<file path="src/rtl/fp_pkg.sv">
// Shared fixed-point package: FSM state type, default geometry and the
// saturation-code helpers reused by the fixed-point adder/divider family.
package fp_pkg;

    localparam int FP_WIDTH_DEF = 16;
    localparam int FP_FRAC_DEF  = 8;

    typedef enum logic [1:0] {
        IDLE = 2'd0,
        CALC = 2'd1,
        DONE = 2'd2
    } fp_div_state_t;

    // Largest positive two's-complement code for a given width (0x7FFF at 16 bits).
    function automatic logic [63:0] fp_max(input int width);
        return (64'd1 << (width - 1)) - 64'd1;
    endfunction

    // Most negative code for a given width (0x8000 at 16 bits), as its unsigned magnitude.
    function automatic logic [63:0] fp_min(input int width);
        return 64'd1 << (width - 1);
    endfunction

endpackage

</file>
<file path="src/rtl/fp_div_if.sv">
// Operand/result bus of the fixed-point divider.
//
// Handshake: a transfer happens on a rising clock edge where valid and ready
// are both high. The producer holds valid and its payload stable until that
// edge; ready may change freely and never depends combinationally on valid.
// Input side: in_valid/in_ready carry dividend/divisor. Output side:
// out_valid/out_ready carry quotient/ovrflw/div_zero.
interface fp_div_if #(
    parameter int WIDTH = 16
);
    logic             in_valid;
    logic             in_ready;
    logic [WIDTH-1:0] dividend;
    logic [WIDTH-1:0] divisor;
    logic             out_valid;
    logic             out_ready;
    logic [WIDTH-1:0] quotient;
    logic             ovrflw;
    logic             div_zero;

    modport master (
        output in_valid, dividend, divisor, out_ready,
        input  in_ready, out_valid, quotient, ovrflw, div_zero
    );

    modport slave (
        input  in_valid, dividend, divisor, out_ready,
        output in_ready, out_valid, quotient, ovrflw, div_zero
    );
endinterface

</file>
<file path="src/rtl/fp_sat_sign.sv">
// Applies the result sign to an unsigned quotient magnitude and clips it to
// the representable two's-complement range, flagging any clipping.
module fp_sat_sign
    import fp_pkg::*;
#(
    parameter int WIDTH = 16,
    parameter int QW    = 24
) (
    input  logic [QW-1:0]    q_mag,
    input  logic             sign,
    output logic [WIDTH-1:0] quotient,
    output logic             ovrflw
);

    localparam logic [WIDTH-1:0] MAX_CODE = WIDTH'(fp_max(WIDTH));
    localparam logic [WIDTH-1:0] MIN_CODE = WIDTH'(fp_min(WIDTH));
    localparam logic [QW-1:0]    POS_LIM  = QW'(fp_max(WIDTH));
    localparam logic [QW-1:0]    NEG_LIM  = QW'(fp_min(WIDTH));

    logic [WIDTH-1:0] q_low;

    // Clip against the sign-dependent limit, otherwise negate as needed.
    always_comb begin
        quotient = '0;
        ovrflw   = 1'b0;
        q_low    = q_mag[WIDTH-1:0];
        if (!sign && (q_mag > POS_LIM)) begin
            quotient = MAX_CODE;
            ovrflw   = 1'b1;
        end else if (sign && (q_mag > NEG_LIM)) begin
            quotient = MIN_CODE;
            ovrflw   = 1'b1;
        end else if (sign) begin
            quotient = -q_low;
        end else begin
            quotient = q_low;
        end
    end

endmodule

</file>
<file path="src/rtl/fp_div.sv">
// Iterative signed fixed-point divider (restoring shift-and-subtract, one
// quotient bit per cycle) with saturating output.
// Optional macro FP_DIV_ROUND_EN: round half away from zero instead of
// truncating toward zero; latency is the same either way.
module fp_div
    import fp_pkg::*;
#(
    parameter int WIDTH      = FP_WIDTH_DEF,
    parameter int FRAC_WIDTH = FP_FRAC_DEF
) (
    input  logic          clk_in,
    input  logic          rst_in,
    fp_div_if.slave       bus,
    output fp_div_state_t state_dbg
);

    // Quotient bits produced: integer bits plus the fractional shift.
    localparam int N  = WIDTH + FRAC_WIDTH;
    localparam int CW = $clog2(N + 1);
    // Counter value of the extra cycle that registers the saturated result.
    localparam logic [CW-1:0] LAST = CW'(N);

    localparam logic [WIDTH-1:0] MAX_CODE = WIDTH'(fp_max(WIDTH));
    localparam logic [WIDTH-1:0] MIN_CODE = WIDTH'(fp_min(WIDTH));

    fp_div_state_t state, next_state;

    logic [CW-1:0]    cnt;
    logic [N-1:0]     num_q;
    logic [WIDTH:0]   rem_q;
    logic [WIDTH-1:0] dmag_q;
    logic [N-1:0]     q_q;
    logic             sign_q;
    logic [WIDTH-1:0] quotient_q;
    logic             ovrflw_q;
    logic             div_zero_q;

    logic             accept;
    logic [WIDTH-1:0] dvd_mag;
    logic [WIDTH-1:0] dvs_mag;
    logic [WIDTH+1:0] rem_wide;
    logic [WIDTH+1:0] dmag_ext;
    logic             rem_ge;
    logic [WIDTH:0]   rem_next;
    logic [N-1:0]     q_final;
    logic [WIDTH-1:0] sat_quot;
    logic             sat_ovf;

    assign accept        = bus.in_valid && (state == IDLE);
    assign bus.in_ready  = (state == IDLE);
    assign bus.out_valid = (state == DONE);
    assign bus.quotient  = quotient_q;
    assign bus.ovrflw    = ovrflw_q;
    assign bus.div_zero  = div_zero_q;
    assign state_dbg     = state;

    // Operand magnitudes; the most negative code maps onto itself as an unsigned value.
    assign dvd_mag = bus.dividend[WIDTH-1] ? -bus.dividend : bus.dividend;
    assign dvs_mag = bus.divisor[WIDTH-1]  ? -bus.divisor  : bus.divisor;

    // One restoring step: bring in the next numerator bit, subtract if it fits.
    always_comb begin
        rem_wide = {rem_q, num_q[N-1]};
        dmag_ext = {2'b00, dmag_q};
        rem_ge   = (rem_wide >= dmag_ext);
        rem_next = rem_ge ? (WIDTH + 1)'(rem_wide - dmag_ext) : (WIDTH + 1)'(rem_wide);
    end

    // Final quotient magnitude fed to the saturation stage.
    always_comb begin
        q_final = q_q;
`ifdef FP_DIV_ROUND_EN
        if ({rem_q, 1'b0} >= {2'b00, dmag_q}) begin
            q_final = q_q + N'(1);
        end
`endif
    end

    fp_sat_sign #(
        .WIDTH (WIDTH),
        .QW    (N)
    ) u_sat (
        .q_mag    (q_final),
        .sign     (sign_q),
        .quotient (sat_quot),
        .ovrflw   (sat_ovf)
    );

    // State register.
    always_ff @(posedge clk_in or negedge rst_in) begin
        if (!rst_in) begin
            state <= IDLE;
        end else begin
            state <= next_state;
        end
    end

    // Next-state logic: divide-by-zero skips the iterations entirely.
    always_comb begin
        next_state = state;
        case (state)
            IDLE: begin
                if (bus.in_valid) begin
                    next_state = (bus.divisor == '0) ? DONE : CALC;
                end
            end
            CALC: begin
                if (cnt == LAST) begin
                    next_state = DONE;
                end
            end
            DONE: begin
                if (bus.out_ready) begin
                    next_state = IDLE;
                end
            end
            default: next_state = IDLE;
        endcase
    end

    // Datapath: latch operands on accept, iterate in CALC, register the clipped result.
    always_ff @(posedge clk_in or negedge rst_in) begin
        if (!rst_in) begin
            cnt        <= '0;
            num_q      <= '0;
            rem_q      <= '0;
            dmag_q     <= '0;
            q_q        <= '0;
            sign_q     <= 1'b0;
            quotient_q <= '0;
            ovrflw_q   <= 1'b0;
            div_zero_q <= 1'b0;
        end else if (accept) begin
            // A zero dividend carries no sign so the result is never a negative zero.
            sign_q     <= (bus.dividend[WIDTH-1] ^ bus.divisor[WIDTH-1]) && (bus.dividend != '0);
            dmag_q     <= dvs_mag;
            num_q      <= {dvd_mag, {FRAC_WIDTH{1'b0}}};
            rem_q      <= '0;
            q_q        <= '0;
            cnt        <= '0;
            ovrflw_q   <= 1'b0;
            div_zero_q <= 1'b0;
            if (bus.divisor == '0) begin
                quotient_q <= bus.dividend[WIDTH-1] ? MIN_CODE : MAX_CODE;
                ovrflw_q   <= 1'b1;
                div_zero_q <= 1'b1;
            end
        end else if (state == CALC) begin
            if (cnt == LAST) begin
                quotient_q <= sat_quot;
                ovrflw_q   <= sat_ovf;
                cnt        <= '0;
            end else begin
                rem_q <= rem_next;
                q_q   <= {q_q[N-2:0], rem_ge};
                num_q <= {num_q[N-2:0], 1'b0};
                cnt   <= cnt + CW'(1);
            end
        end
    end

endmodule

</file>
<file path="src/flat_wrapper.sv">
// flat-port wrapper written by rule: the top's interface ports become plain ports
module fp_div_flat import fp_pkg::*;
#(
    parameter int WIDTH      = FP_WIDTH_DEF,
    parameter int FRAC_WIDTH = FP_FRAC_DEF
)
  (clk_in, rst_in, state_dbg, bus_in_valid, bus_dividend, bus_divisor, bus_out_ready, bus_in_ready, bus_out_valid, bus_quotient, bus_ovrflw, bus_div_zero);
  fp_div_if #(.WIDTH(WIDTH)) bus_i ();
  input  logic clk_in;
  input  logic rst_in;
  output fp_div_state_t state_dbg;
  input wire logic [$bits(bus_i.in_valid)-1:0] bus_in_valid;
  input wire logic [$bits(bus_i.dividend)-1:0] bus_dividend;
  input wire logic [$bits(bus_i.divisor)-1:0] bus_divisor;
  input wire logic [$bits(bus_i.out_ready)-1:0] bus_out_ready;
  output wire logic [$bits(bus_i.in_ready)-1:0] bus_in_ready;
  output wire logic [$bits(bus_i.out_valid)-1:0] bus_out_valid;
  output wire logic [$bits(bus_i.quotient)-1:0] bus_quotient;
  output wire logic [$bits(bus_i.ovrflw)-1:0] bus_ovrflw;
  output wire logic [$bits(bus_i.div_zero)-1:0] bus_div_zero;
  assign bus_i.in_valid = bus_in_valid;
  assign bus_i.dividend = bus_dividend;
  assign bus_i.divisor = bus_divisor;
  assign bus_i.out_ready = bus_out_ready;
  assign bus_in_ready = bus_i.in_ready;
  assign bus_out_valid = bus_i.out_valid;
  assign bus_quotient = bus_i.quotient;
  assign bus_ovrflw = bus_i.ovrflw;
  assign bus_div_zero = bus_i.div_zero;
  fp_div #(.WIDTH(WIDTH), .FRAC_WIDTH(FRAC_WIDTH)) u_core (.clk_in(clk_in), .rst_in(rst_in), .bus(bus_i), .state_dbg(state_dbg));
endmodule
</file>
<file path="config.mk">
export PLATFORM = sky130hd
export DESIGN_NAME = fp_div_flat
export DESIGN_NICKNAME = d
export VERILOG_FILES = /design/src/rtl/fp_pkg.sv /design/src/rtl/fp_div_if.sv /design/src/rtl/fp_sat_sign.sv /design/src/rtl/fp_div.sv /design/src/flat_wrapper.sv
export SDC_FILE = /design/constraint.sdc
export NUM_CORES = 1
export LEC_CHECK = 0
export BUFFER_PORTS_ARGS = -buffer_cell sky130_fd_sc_hd__buf_2
export CAP_MARGIN = 10
export CORE_MARGIN = 2
export CORE_UTILIZATION = 56
export CTS_BUF_LIST = sky130_fd_sc_hd__clkbuf_4 sky130_fd_sc_hd__clkbuf_8
export DETAILED_ROUTE_END_ITERATION = 7
export HOLD_SLACK_MARGIN = 0.05
export PLACE_DENSITY = 0.78
export SLEW_MARGIN = 5
export SYNTH_ARGS = -nofsm -noshare
export SYNTH_HDL_FRONTEND = slang
export SYNTH_HIERARCHICAL = 1
export SYNTH_SLANG_ARGS = --single-unit
</file>
<file path="constraint.sdc">
create_clock -name clk_in -period 2.6 [get_ports clk_in]
set_clock_uncertainty 0.2 [all_clocks]
set_input_delay 0.26 -clock clk_in [delete_from_list [all_inputs] [get_ports clk_in]]
set_output_delay 0.26 -clock clk_in [all_outputs]
set_load 0.01 [all_outputs]
</file>
### Word-level counts from Yosys, hierarchy flattened

Index checks and enable logic that the tools add are counted.

* register bits after elaboration: 107
* input bits: 36
* output and inout bits: 22
* word-level logic and storage cells: 75

* add/sub/neg operators: 5
* order comparisons: 3
* equality and inequality tests: 8
* muxes and demuxes: 34
* bitwise gates (word level): 1
* reductions and logical operators: 14

Operators with widths (count)
* 2-to-1 mux 16 bit: 10
* 2-to-1 mux 24 bit: 6
* 2-to-1 mux 17 bit: 4
* negator 16 bit: 3
* greater-than comparator 24 x 15 -> 1 bit (second input constant): 1
* greater-than comparator 24 x 16 -> 1 bit (second input constant): 1
* >= comparator 18 x 16 -> 1 bit: 1
* subtractor 17 x 16 -> 17 bit: 1
* logical NOT 16 bit: 1
* nonzero test 16 bit: 1
* 2-to-1 mux 5 bit: 3
* 2-to-1 mux 2 bit: 4
* 2-to-1 mux 1 bit: 6
* inequality test 2 bit (second input constant): 3
* case mux 2 bit (3 select lines): 1
* AND reduction 3 bit: 2
* adder 5 x 1 -> 5 bit (second input constant): 1
* equality test 5 bit (second input constant): 1
* logical AND 1 bit: 4
* inequality test 2 x 1 -> 1 bit (second input constant): 2
* AND reduction 2 bit: 2
* nonzero test 2 bit: 2
* equality test 2 x 1 -> 1 bit (second input constant): 1
* equality test 2 bit (second input constant): 1
* other kinds (3): 3

### Depth between registers and ports, before layout

Gate-level depths: netlist of the first run.

* word-level depth: 7
* mapped depth: 11
* mapped depth without buffers: 10

### Cells and area by module

Netlist of the first run, hierarchy kept.

By module, submodules not included
* fp_div: times used 1, cells each 645, area each 5619.1 µm², seq. area each 2477.4 µm²
* fp_sat_sign: times used 1, cells each 104, area each 626.9 µm², seq. area each 0.0 µm²

### Least setup slack after synthesis of the first run

OpenSTA, ideal clock, no wires.

* path type: register to register
* from: register u_core.num_q[23]
* to: register u_core.rem_q[16]
* library setup time: 0.069 ns
* data arrival time: 2.471 ns
* slack: -0.140 ns
* cell stages (with the launch flop): 11
* path buffers: 0
* clock period less this slack: 2.740 ns
* cells stage by stage: dfrtp_1 -> inv_1 -> ha_1 -> fa_1 -> nor2b_1 -> o2111ai_1 -> nand3b_1 -> o2111ai_1 -> nand3_1 -> or4b_2 -> nand3_1

* longest elaborated chain between the ends: 5
* elaborated cells between the ends (all ways): 6
* those cells by class: add/sub (1); order compare (1); mux (4)

RTL lines
* start: declaration: line fp_div.sv:29 `logic [N-1:0] num_q;`
* start signal: assignment: line fp_div.sv:137 `num_q <= {dvd_mag, {FRAC_WIDTH{1'b0}}};`
* start signal: assignment: line fp_div.sv:156 `num_q <= {num_q[N-2:0], 1'b0};`
* subtractor 17 x 16 -> 17 bit / >= comparator 18 x 16 -> 1 bit (equally long branches): line fp_div.sv:66, fp_div.sv:65
* 2-to-1 mux 17 bit (*): line fp_div.sv:66 `rem_next = rem_ge ? (WIDTH + 1)'(rem_wide - dmag_ext) : (WIDTH + 1)'(rem_wide);`
* 2-to-1 mux 17 bit (*): line fp_div.sv:149 `if (cnt == LAST) begin`
* 2-to-1 mux 17 bit (*): line fp_div.sv:148 `end else if (state == CALC) begin`
* 2-to-1 mux 17 bit (*): line fp_div.sv:133 `end else if (accept) begin`
* end signal: assignment: line fp_div.sv:154 `rem_q <= rem_next;`
* end: declaration: line fp_div.sv:30 `logic [WIDTH:0] rem_q;`

Every way passes the cells marked *; elsewhere a longest branch is shown, timed or not. The select of a mux whose other input is x is not followed.
A chain may end at the register's enable or synchronous reset.

### Final worst setup path of the first run

* from: register u_core.num_q[23]
* to: register u_core.rem_q[6]

Same word-level chain as after synthesis.

==> results of run 1 <==
[metrics by stage]
| step | instance area (µm²) | util [%] |
|---|---|---|
| global placement | 6910 | 63.7 |
| finish | 7580 | 70.0 |
| detailed placement | 6910 | 63.7 |
| global route | 7580 | 70.0 |
| CTS | 7430 | 68.5 |
| floorplan | 6250 | - |
[worst max-delay path, stage by stage (launching register included)]
cell	delay [ps]
dfrtp_1	380
inv_2	60
ha_4	160
fa_2	420
nor2b_4	150
o2111ai_2	130
nand3b_1	150
o2111ai_2	120
nand3_2	150
buf_6	150
buf_12	120
mux2i_4	230
o21ai_2	60
[Yosys cell counts, types with 16 or more instances]
cell type,n
ha_1,21
nand2_1,134
nor2_1,57
xnor2_1,22
a21oi_1,67
xor2_1,21
inv_1,32
mux2i_1,18
clkbuf_1,31
a31oi_1,16
o21ai_0,54
nand3_1,32
dfrtp_1,99
[placed cells by master (no fill, tap or decap), drive strengths merged, types with 22 or more instances in the layout]
master       count
nor2            58
nand3           32
dfrtp           99
inv             35
o21ai           55
buf            103
a21oi           80
dlygate4sd3     25
xnor2           22
nand2          134
[worst max path at each step]
stage,end,slack [ps],cells after the start
6_report,u_core/rem_q[6]$_DFFE_PN0P_,-20,12
5_1_grt,u_core/rem_q[4]$_DFFE_PN0P_,-130,12
4_1_cts,u_core/rem_q[16]$_DFFE_PN0P_,-30,10
3_5_place_dp,u_core/rem_q[16]$_DFFE_PN0P_,-50,10
3_3_place_gp,u_core/rem_q[16]$_DFFE_PN0P_,20,10
2_1_floorplan,u_core/rem_q[16]$_DFFE_PN0P_,4,10
[cells by family (layout without fill, tap and decap cells)]
kind of cell | count (synthesis) | after routing | share of synthesized area, %
AOI/OAI and AO/OA | 195 | 195 | 19.0
xor gates and xnor gates | 43 | 43 | 6.03
adders and majority gates | 22 | 22 | 4.53
buffers and inverters | 72 | 176 | 5.07
DFF | 99 | 99 | 39.7
muxes | 20 | 20 | 3.25
and+or+nand+nor | 298 | 298 | 22.5
[layout make-up]
| class | count | area (µm²) |
|---|---|---|
| clock inverters | 6 | 93.8 |
| multi-input cells | 578 | 3610 |
| well taps | 140 | 175 |
| repair buffers | 128 | 970 |
| flip-flops and latches | 99 | 2480 |
| clock buffers | 10 | 138 |
| inverters | 32 | 120 |
| fillers | 852 | 3260 |
[per-layer routing]
metal	GRT usage, %	share of wire (%)
met1	36.6	44
met2	45.8	50
met3	3.62	4.4
met4	11.1	1.9
met5	0	0
[state kept, by name, indices dropped and copies added, names as in the netlist]
name and flops:
u_core/dmag_q 16, u_core/q_final 24, u_core/bus.div_zero 1, u_core/bus.quotient 16
u_core/cnt 5, u_core/num_q 16, u_core/sign_q 1, u_core/bus.ovrflw 1
u_core/rem_q 17, u_core/state_dbg 2
[report_power, final]
group | total (µW) | switching [µW] | internal (µW)
clock network | 1150 | 574 | 579
logic | 7000 | 3930 | 3080
registers | 2670 | 458 | 2210
[what timing repair did]
item | 4_1_cts | 5_1_grt
endpoints found under the hold margin | 61 | 0
setup endpoints to repair | 11 | 33
hold buffers | 25 | 0
gates resized for setup | 8 | 39
pin swaps | 1 | 11
setup buffers | 2 | 3
cloned | 0 | 0
==> flow_summary_export.csv, run 1 <==
group,metric,value,unit
sta,post-route-period-util,101,%
global_route,gr-total-overflow,0,
worst_setup_path,worstPathRequired,2650,ps
worst_setup_path,crit_path_max_fanout,5,
sta,final_max_slew_viol_count,0,
worst_hold_path,min_path_cells,3,
clock_network,cts_buffers,9,
logic_synthesis,yosysSeqAreaShare,39.7,%
placement,gp_routability_congestion,0.921,
worst_setup_path,criticalPathCategory,"reg -> reg",
worst_setup_path,endpoint_kind,"flip-flop",
flow_run,cap_violations,0,
die,rows,38,
route,drc,0,
pwr,total_power,10800,µW
global_route,grt_start_max_net_pins,71,
logic_synthesis,synth_top_flop_cell,"dfrtp_1",
logic_synthesis,synth_area_per_cell,8.34,µm²
sta,finalHoldViolations,0,
sta,max_freq,382,MHz
sta,finalSetupViolCount,2,
worst_setup_path,ff2ff_setup_slack,-20,ps
clock_network,clkLatencyLatePin,380,ps
final_layout,stdcell_count,993,
logic_synthesis,synthTopCellsByArea,"dfrtp_1, nand2_1, a21oi_1",
pwr,leakagePower,0.00340,µW
die,dieArea,12000,µm²
route,vias_per_cell,5.89,
route,vias,5851,
die,die_y,110,µm
route,drt_wl_total,15900,µm
route,dr.pass1.iters,5,
worst_setup_path,reg2reg_depth,12,
worst_setup_path,startpoint,"u_core/num_q[23]$_DFFE_PN0P_",
logic_synthesis,async_flop_share,100,%
worst_setup_path,timing.rr.start,"u_core/num_q[23]$_DFFE_PN0P_",
route,detail-route-antenna-nets,0,
sta,period_minus_slack,2620,ps
die,fp.coreArea,10800,µm²
route,routedWlPerCell,16.0,µm
logic_synthesis,synth_nets,807,
clock_network,path_clk_slew,100,ps
sta,timing.hold.ws,60.0,ps
final_layout,antenna_cells,0,
logic_synthesis,ys_seq_elements,99,
logic_synthesis,netlist_instances,749,
clock_network,cts_tree,"yes",
final_layout,layout-drive-gt1-share,20.3,%
clock_network,clockBufferDepth,2,
sta,tns,-22.1,ps
final_layout,nets,906,
worst_setup_path,cp_data_arrival_time,2670,ps
sta,slew_headroom,59.3,%
clock_network,cts_root_buffer,"clkbuf_8",
global_route,antenna_found_initial,0,
run_status,status,"finished with violations",
run_status,violations,"negative setup slack",
clock_network,cts-htree-levels,3,
worst_setup_path,start_kind,"flip-flop",
pwr,vdd_drop_max,0.000709,V
sta,worst-slew-pin-transition,606,ps
sta,setup_slack,-19.1,ps
route,drt-initial-drc-count,429,
die,die_x,110,µm
placement,pre_cts_ws,-53.0,ps
worst_hold_path,holdPathEnd,"u_core/dmag_q[8]$_DFFE_PN0P_",
worst_hold_path,hp-class,"in -> reg",
worst_setup_path,r2r-end,"u_core/rem_q[6]$_DFFE_PN0P_",
global_route,grt_pass1_vias,5647,
logic_synthesis,synth_edf_count,0,
global_route,grt_pass1_wl,26200,µm
logic_synthesis,ys.warnings.count,6,
logic_synthesis,synth_area,6250,µm²
placement,portBuffers,57,
clock_network,cts_sinks,99,
die,boundaryPins,58,
logic_synthesis,synth_cell_type_count,62,
logic_synthesis,yosys.area.top_type,"dfrtp_1",
logic_synthesis,synth_top_area_share,39.7,%
global_route,grtUsageTotal,27.6,%
placement,dp.cells,947,
worst_hold_path,worstHoldStart,"bus_divisor[8]",
pwr,pwr_density_cell,1430,nW/µm²
final_layout,syn2layout_area_growth,21.4,%
sta,rsz0062_at_grt,"true",
die,initial_core_util,57.6,%
placement,dp_hpwl,10900,µm
Power figures use the tool's default switching activity.
==> inputs of run 2 (changes only) <==
Settings changed: CORE_UTILIZATION 56 to 45, PLACE_DENSITY 0.78 to 0.65.
==> run 2 against run 1 <==
Net effect:
- maximum frequency increased by 4.4%
- first-iteration DRC count increased by 3.7%
- global-route usage decreased by 6.3 points
- the run now ends clean
- highest routed layer unchanged
- clock power decreased by 8%
- sequential power about the same
- critical path type unchanged
==> flow_summary_export.csv, run 2 (same netlist as run 1, synthesis figures left out) <==
group,metric,value,unit
global_route,use_met2,34.7,%
clock_network,cts-htree-levels,3,
global_route,grt_pass1_vias,5443,
worst_setup_path,r2r-end,"u_core/rem_q[1]$_DFFE_PN0P_",
route,vias_per_cell,5.49,
worst_setup_path,worstSetupPathDepth,11,
clock_network,clkLatencyLatePin,380,ps
pwr,pwr_density_cell,1370,nW/µm²
route,routedWlPerCell,14.6,µm
die,die_y,122,µm
worst_setup_path,start_kind,"flip-flop",
worst_setup_path,timing.rr.start,"u_core/num_q[23]$_DFFE_PN0P_",
clock_network,cts_buffers,9,
clock_network,clockBufferDepth,2,
placement,gp_routability_congestion,0.838,
final_layout,final_util,55.2,%
flow_run,cap_violations,0,
global_route,busiest_layer,"met2",
global_route,grt_pass1_wl,25600,µm
sta,post-route-period-util,96.5,%
worst_setup_path,crit_path_max_fanout,4,
sta,tns,0,ps
worst_setup_path,criticalPathCategory,"reg -> reg",
worst_hold_path,holdPathEnd,"u_core/dmag_q[7]$_DFFE_PN0P_",
final_layout,nets,909,
worst_setup_path,worst_path_most_repeated_cell,"o2111ai_2",
sta,finalHoldViolations,0,
placement,portBuffers,57,
clock_network,cts_sinks,99,
worst_setup_path,cp_slowest_cell,"dfrtp_1",
pwr,total_power,10400,µW
die,dieArea,14800,µm²
die,boundaryPins,58,
final_layout,antenna_cells,0,
run_status,status,"complete, no violations",
final_layout,final_common_cell,"nand2_1",
worst_setup_path,cp_data_arrival_time,2610,ps
worst_hold_path,worstHoldStart,"bus_divisor[7]",
global_route,grt_use_met1,29.5,%
die,die_x,122,µm
final_layout,final_cell_mix,"nand2_1, dfrtp_1, a21oi_1",
die,initial_core_util,45.5,%
worst_setup_path,crit_path_max_incr_delay,390,ps
global_route,grt_start_max_net_pins,94,
pwr,leakagePower,0.00341,µW
worst_setup_path,path_delay_family,"adder cells",
sta,slew_headroom,54.8,%
placement,dp_hpwl,10600,µm
clock_network,path_clk_slew,90,ps
sta,finalSetupViolCount,0,
clock_network,cts_tree,"yes",
sta,period_minus_slack,2510,ps
route,drt-initial-drc-count,445,
global_route,gr-total-overflow,0,
global_route,grtUsageTotal,21.3,%
pwr,vdd_drop_max,0.000609,V
final_layout,largest_reg_flops,24,
sta,final_max_slew_viol_count,0,
global_route,antenna_found_initial,0,
sta,max_freq,399,MHz
route,vias,5684,
final_layout,syn2layout_area_growth,21.2,%
worst_setup_path,crit_chain,"inv_2, ha_4, fa_2, nor2b_2, o2111ai_2, nand3b_1, o2111ai_2, nand3_2, buf_6, mux2_4, o21ai_2",
worst_setup_path,cp_num_buf_inv,2,
global_route,met3_usage,2.86,%
worst_setup_path,startpoint,"u_core/num_q[23]$_DFFE_PN0P_",
die,fp.coreArea,13700,µm²
worst_hold_path,hp-class,"in -> reg",
route,drt_wl_total,15100,µm
worst_hold_path,min_path_cells,3,
clock_network,cts_root_buffer,"clkbuf_8",
route,detail-route-antenna-nets,0,
worst_setup_path,ff2ff_setup_slack,90,ps
worst_setup_path,reg2reg_depth,11,
worst_setup_path,endpoint_kind,"flip-flop",
route,dr.pass1.iters,5,
worst_setup_path,worstPathRequired,2710,ps
route,drc,0,
final_layout,layout-drive-gt1-share,19.5,%
die,rows,43,
sta,worst-slew-pin-transition,679,ps
[run 2: cell type report]
class / instances / area, µm²
inverters: 32 / 120
multi-input cells: 578 / 3540
flip-flops and latches: 99 / 2480
fillers: 1258 / 6150
clock buffers: 11 / 151
well taps: 180 / 225
clock inverters: 5 / 60.1
repair buffers: 131 / 992
[run 2: tightest hold or removal path, delay by kind of cell]
kind                      cells  cell delay (ps)
buffers and inverters         1              110
AOI/OAI and AO/OA             1              130
xor gates and xnor gates      1               90
[run 2: worst max path at each step]
stage	end	slack, ps
2_1_floorplan	u_core/rem_q[16]$_DFFE_PN0P_	4
3_3_place_gp	u_core/bus.quotient[15]$_DFFE_PN0P_	-30
3_5_place_dp	u_core/bus.quotient[1]$_DFFE_PN0P_	-50
4_1_cts	u_core/rem_q[12]$_DFFE_PN0P_	6
5_1_grt	u_core/rem_q[9]$_DFFE_PN0P_	-5
6_report	u_core/rem_q[1]$_DFFE_PN0P_	90
[run 2: per-stage QoR]
stage | cell area (µm²) | instances | hold slack, ps | setup slack [ps]
after detailed placement | 6990 | 992 | 156 | -47.8
after global routing | 7570 | 1036 | 93.8 | -4.85
final | 7570 | 1036 | 60.0 | 91.7
after floorplan | 6250 | 749 | -236 | 3.86
after CTS | 7520 | 1037 | 54.1 | 6.34
after global placement | 6990 | 992 | 150 | -32.7
[run 2: metal layers]
layer / vias to the layer above / wire length (µm)
met1: 2725 / 7250
met3: 19 / 511
met5: - / 0
met2: 110 / 7100
met4: 0 / 229
li1: 2830 / -
[run 2: repair_timing]
item,in CTS,in global routing
endpoints found under the hold margin,70,0
buffers inserted,4,1
setup endpoints to repair,2,33
pin swaps,5,4
resized for setup,9,19
hold buffers,25,0
[run 2: power by group]
part           internal, µW  leakage [µW]  total [µW]  switching (µW)
Sequential             2210       0.00123        2660             447
Clock                   503      0.000111        1060             553
Combinational          2940       0.00206        6640            3700
==> inputs of run 3 (changes only) <==
--- a/config.mk
+++ b/config.mk
@@ -7,5 +7,5 @@
 export LEC_CHECK = 0
 export BUFFER_PORTS_ARGS = -buffer_cell sky130_fd_sc_hd__buf_2
-export CAP_MARGIN = 10
+export CAP_MARGIN = 40
 export CORE_MARGIN = 2
 export CORE_UTILIZATION = 45
--- a/constraint.sdc
+++ b/constraint.sdc
@@ -3,3 +3,3 @@
 set_input_delay 0.26 -clock clk_in [delete_from_list [all_inputs] [get_ports clk_in]]
 set_output_delay 0.26 -clock clk_in [all_outputs]
-set_load 0.01 [all_outputs]
+set_load 0.1 [all_outputs]
==> run 3 against run 2 <==
Net effect:
- global-route usage rose by 0.26 points
- count of clock-buffer cells in the layout rose by 2
- routed wire length rose by 3.2%
- flip-flop and latch count did not move
- worst hold slack improved by 28 ps
- sequential share of layout area fell by 0.11 points
- critical path depth fell by 2
- cell count rose by 0.48%
- highest routed layer unchanged
- utilization rose by 0.25 points
- total power rose by 9.1%
- largest power group unchanged
- largest cell class unchanged
- via count rose by 2.0%
==> flow_summary_export.csv, run 3 (same netlist as run 1, synthesis figures left out) <==
group,metric,value,unit
run_status,status,"complete, no violations",
route,vias,5797,
sta,finalSetupViolCount,0,
clock_network,path_clk_slew,90,ps
final_layout,final_cell_mix,"nand2_1, dfrtp_1, a21oi_1",
worst_setup_path,worstPathRequired,2700,ps
final_layout,syn2layout_area_growth,21.7,%
worst_setup_path,cp_data_arrival_time,2650,ps
sta,max_freq,392,MHz
die,initial_core_util,45.5,%
placement,gp_routability_congestion,0.907,
sta,tns,0,ps
worst_setup_path,cp_slowest_cell,"dlygate4sd3_1",
sta,final_max_slew_viol_count,0,
clock_network,cts_buffers,9,
worst_hold_path,hp-class,"in -> reg",
placement,dp_hpwl,10500,µm
final_layout,largest_reg_flops,24,
route,dr.pass1.iters,6,
worst_setup_path,start_kind,"primary input",
die,dieArea,14800,µm²
sta,rsz0062_at_grt,"true",
worst_setup_path,endpoint_kind,"flip-flop",
global_route,grtUsageTotal,21.6,%
global_route,grt_start_max_net_pins,94,
clock_network,cts_root_buffer,"clkbuf_8",
global_route,grt_use_met1,28.8,%
pwr,vdd_drop_max,0.000499,V
final_layout,multi_input_area,3540,µm²
placement,portBuffers,57,
flow_run,cap_violations,0,
clock_network,clockBufferDepth,2,
route,drt_wl_total,15600,µm
die,fp.coreArea,13700,µm²
die,die_x,122,µm
die,rows,43,
worst_setup_path,worst_path_most_repeated_cell,"o21ai_0",
worst_setup_path,criticalPathCategory,"in -> reg",
route,drt-initial-drc-count,595,
sta,slew_headroom,62.3,%
sta,worst-slew-pin-transition,565,ps
route,vias_per_cell,5.57,
clock_network,cts-htree-levels,3,
final_layout,nets,914,
clock_network,cts_sinks,99,
pwr,leakagePower,0.00340,µW
route,drc,0,
final_layout,register_area,2480,µm²
global_route,busiest_layer,"met2",
global_route,antenna_found_initial,0,
pwr,pwr_density_cell,1490,nW/µm²
sta,finalHoldViolations,0,
route,detail-route-antenna-nets,0,
worst_setup_path,crit_path_max_fanout,3,
worst_setup_path,crit_path_max_incr_delay,540,ps
clock_network,cts_tree,"yes",
global_route,grt_pass1_vias,5610,
worst_setup_path,crit_chain,"dlygate4sd3_1, buf_2, or4_1, or3_1, nor3_4, o21a_4, buf_4, o21ai_0, o21ai_0",
final_layout,final_common_cell,"nand2_1",
global_route,use_met2,36.0,%
sta,timing.hold.ws,88.0,ps
sta,period_minus_slack,2550,ps
clock_network,clkLatencyLatePin,380,ps
die,die_y,122,µm
global_route,met3_usage,2.86,%
route,routedWlPerCell,15.0,µm
final_layout,antenna_cells,0,
final_layout,final_util,55.4,%
final_layout,stdcell_count,1041,
die,boundaryPins,58,
final_layout,fillers,1259,
placement,dp.cells,992,
global_route,grt_pass1_wl,25900,µm
global_route,gr-total-overflow,0,
final_layout,layout-drive-gt1-share,20.0,%
sta,post-route-period-util,98.0,%
## run 3: layout make-up
cell class              count  area share, %
multi-input cells         578           46.6
clock buffers              13           2.19
flip-flops and latches     99           32.6
inverters                  32           1.58
well taps                 180           2.96
repair buffers            136           13.8
clock inverters             3          0.280
## run 3: worst paths after layout
check	from	to	slack, ps	depth (start not counted)
worst max-delay path	bus_divisor[11]	u_core/bus.ovrflw$_DFFE_PN0P_	50	9
max in group asynchronous	rst_in	u_core/q_final[19]$_DFFE_PN0P_	1170	4
worst max register to register	u_core/dmag_q[0]$_DFFE_PN0P_	u_core/rem_q[0]$_DFFE_PN0P_	80	10
min in group asynchronous	rst_in	u_core/state_dbg[1]$_DFFE_PN0P_	200	2
worst min register to register	u_core/dmag_q[10]$_DFFE_PN0P_	u_core/dmag_q[10]$_DFFE_PN0P_	290	2
worst min-delay path	bus_divisor[9]	u_core/dmag_q[9]$_DFFE_PN0P_	90	3
## run 3: stage by stage
step                      instance area (µm²)  power, µW  setup WS (ps)
after detailed placement                 7010       9990          -41.1
after floorplan                          6270       8110           3.86
final                                    7600      11300           52.1
after global routing                     7600      12200          -58.3
after global placement                   7010       9820           17.7
after CTS                                7520      11100           3.90
## run 3: per-layer routing
metal	wire [µm]	vias to the layer above
li1	-	2842
met3	698	18
met1	7350	2778
met5	0	-
met2	7290	159
met4	230	0
## run 3: timing repair
item / in CTS / in global routing
gates cloned: 0 / 1
endpoints found under the hold margin: 68 / 0
pin swaps: 3 / 8
hold buffers: 28 / 0
setup endpoints to repair: 4 / 33
gates resized for setup: 7 / 14
buffers inserted: 2 / 3
## run 3: worst max-delay path, delay by kind of cell
kind | cells | cell delay (ps)
compound gates | 3 | 450
buf+inv | 3 | 800
simple gates | 3 | 1130
## run 3: power by group
part | total (µW) | internal [µW] | switching [µW]
clock network | 974 | 425 | 549
logic | 7660 | 2950 | 4710
registers | 2670 | 2210 | 457
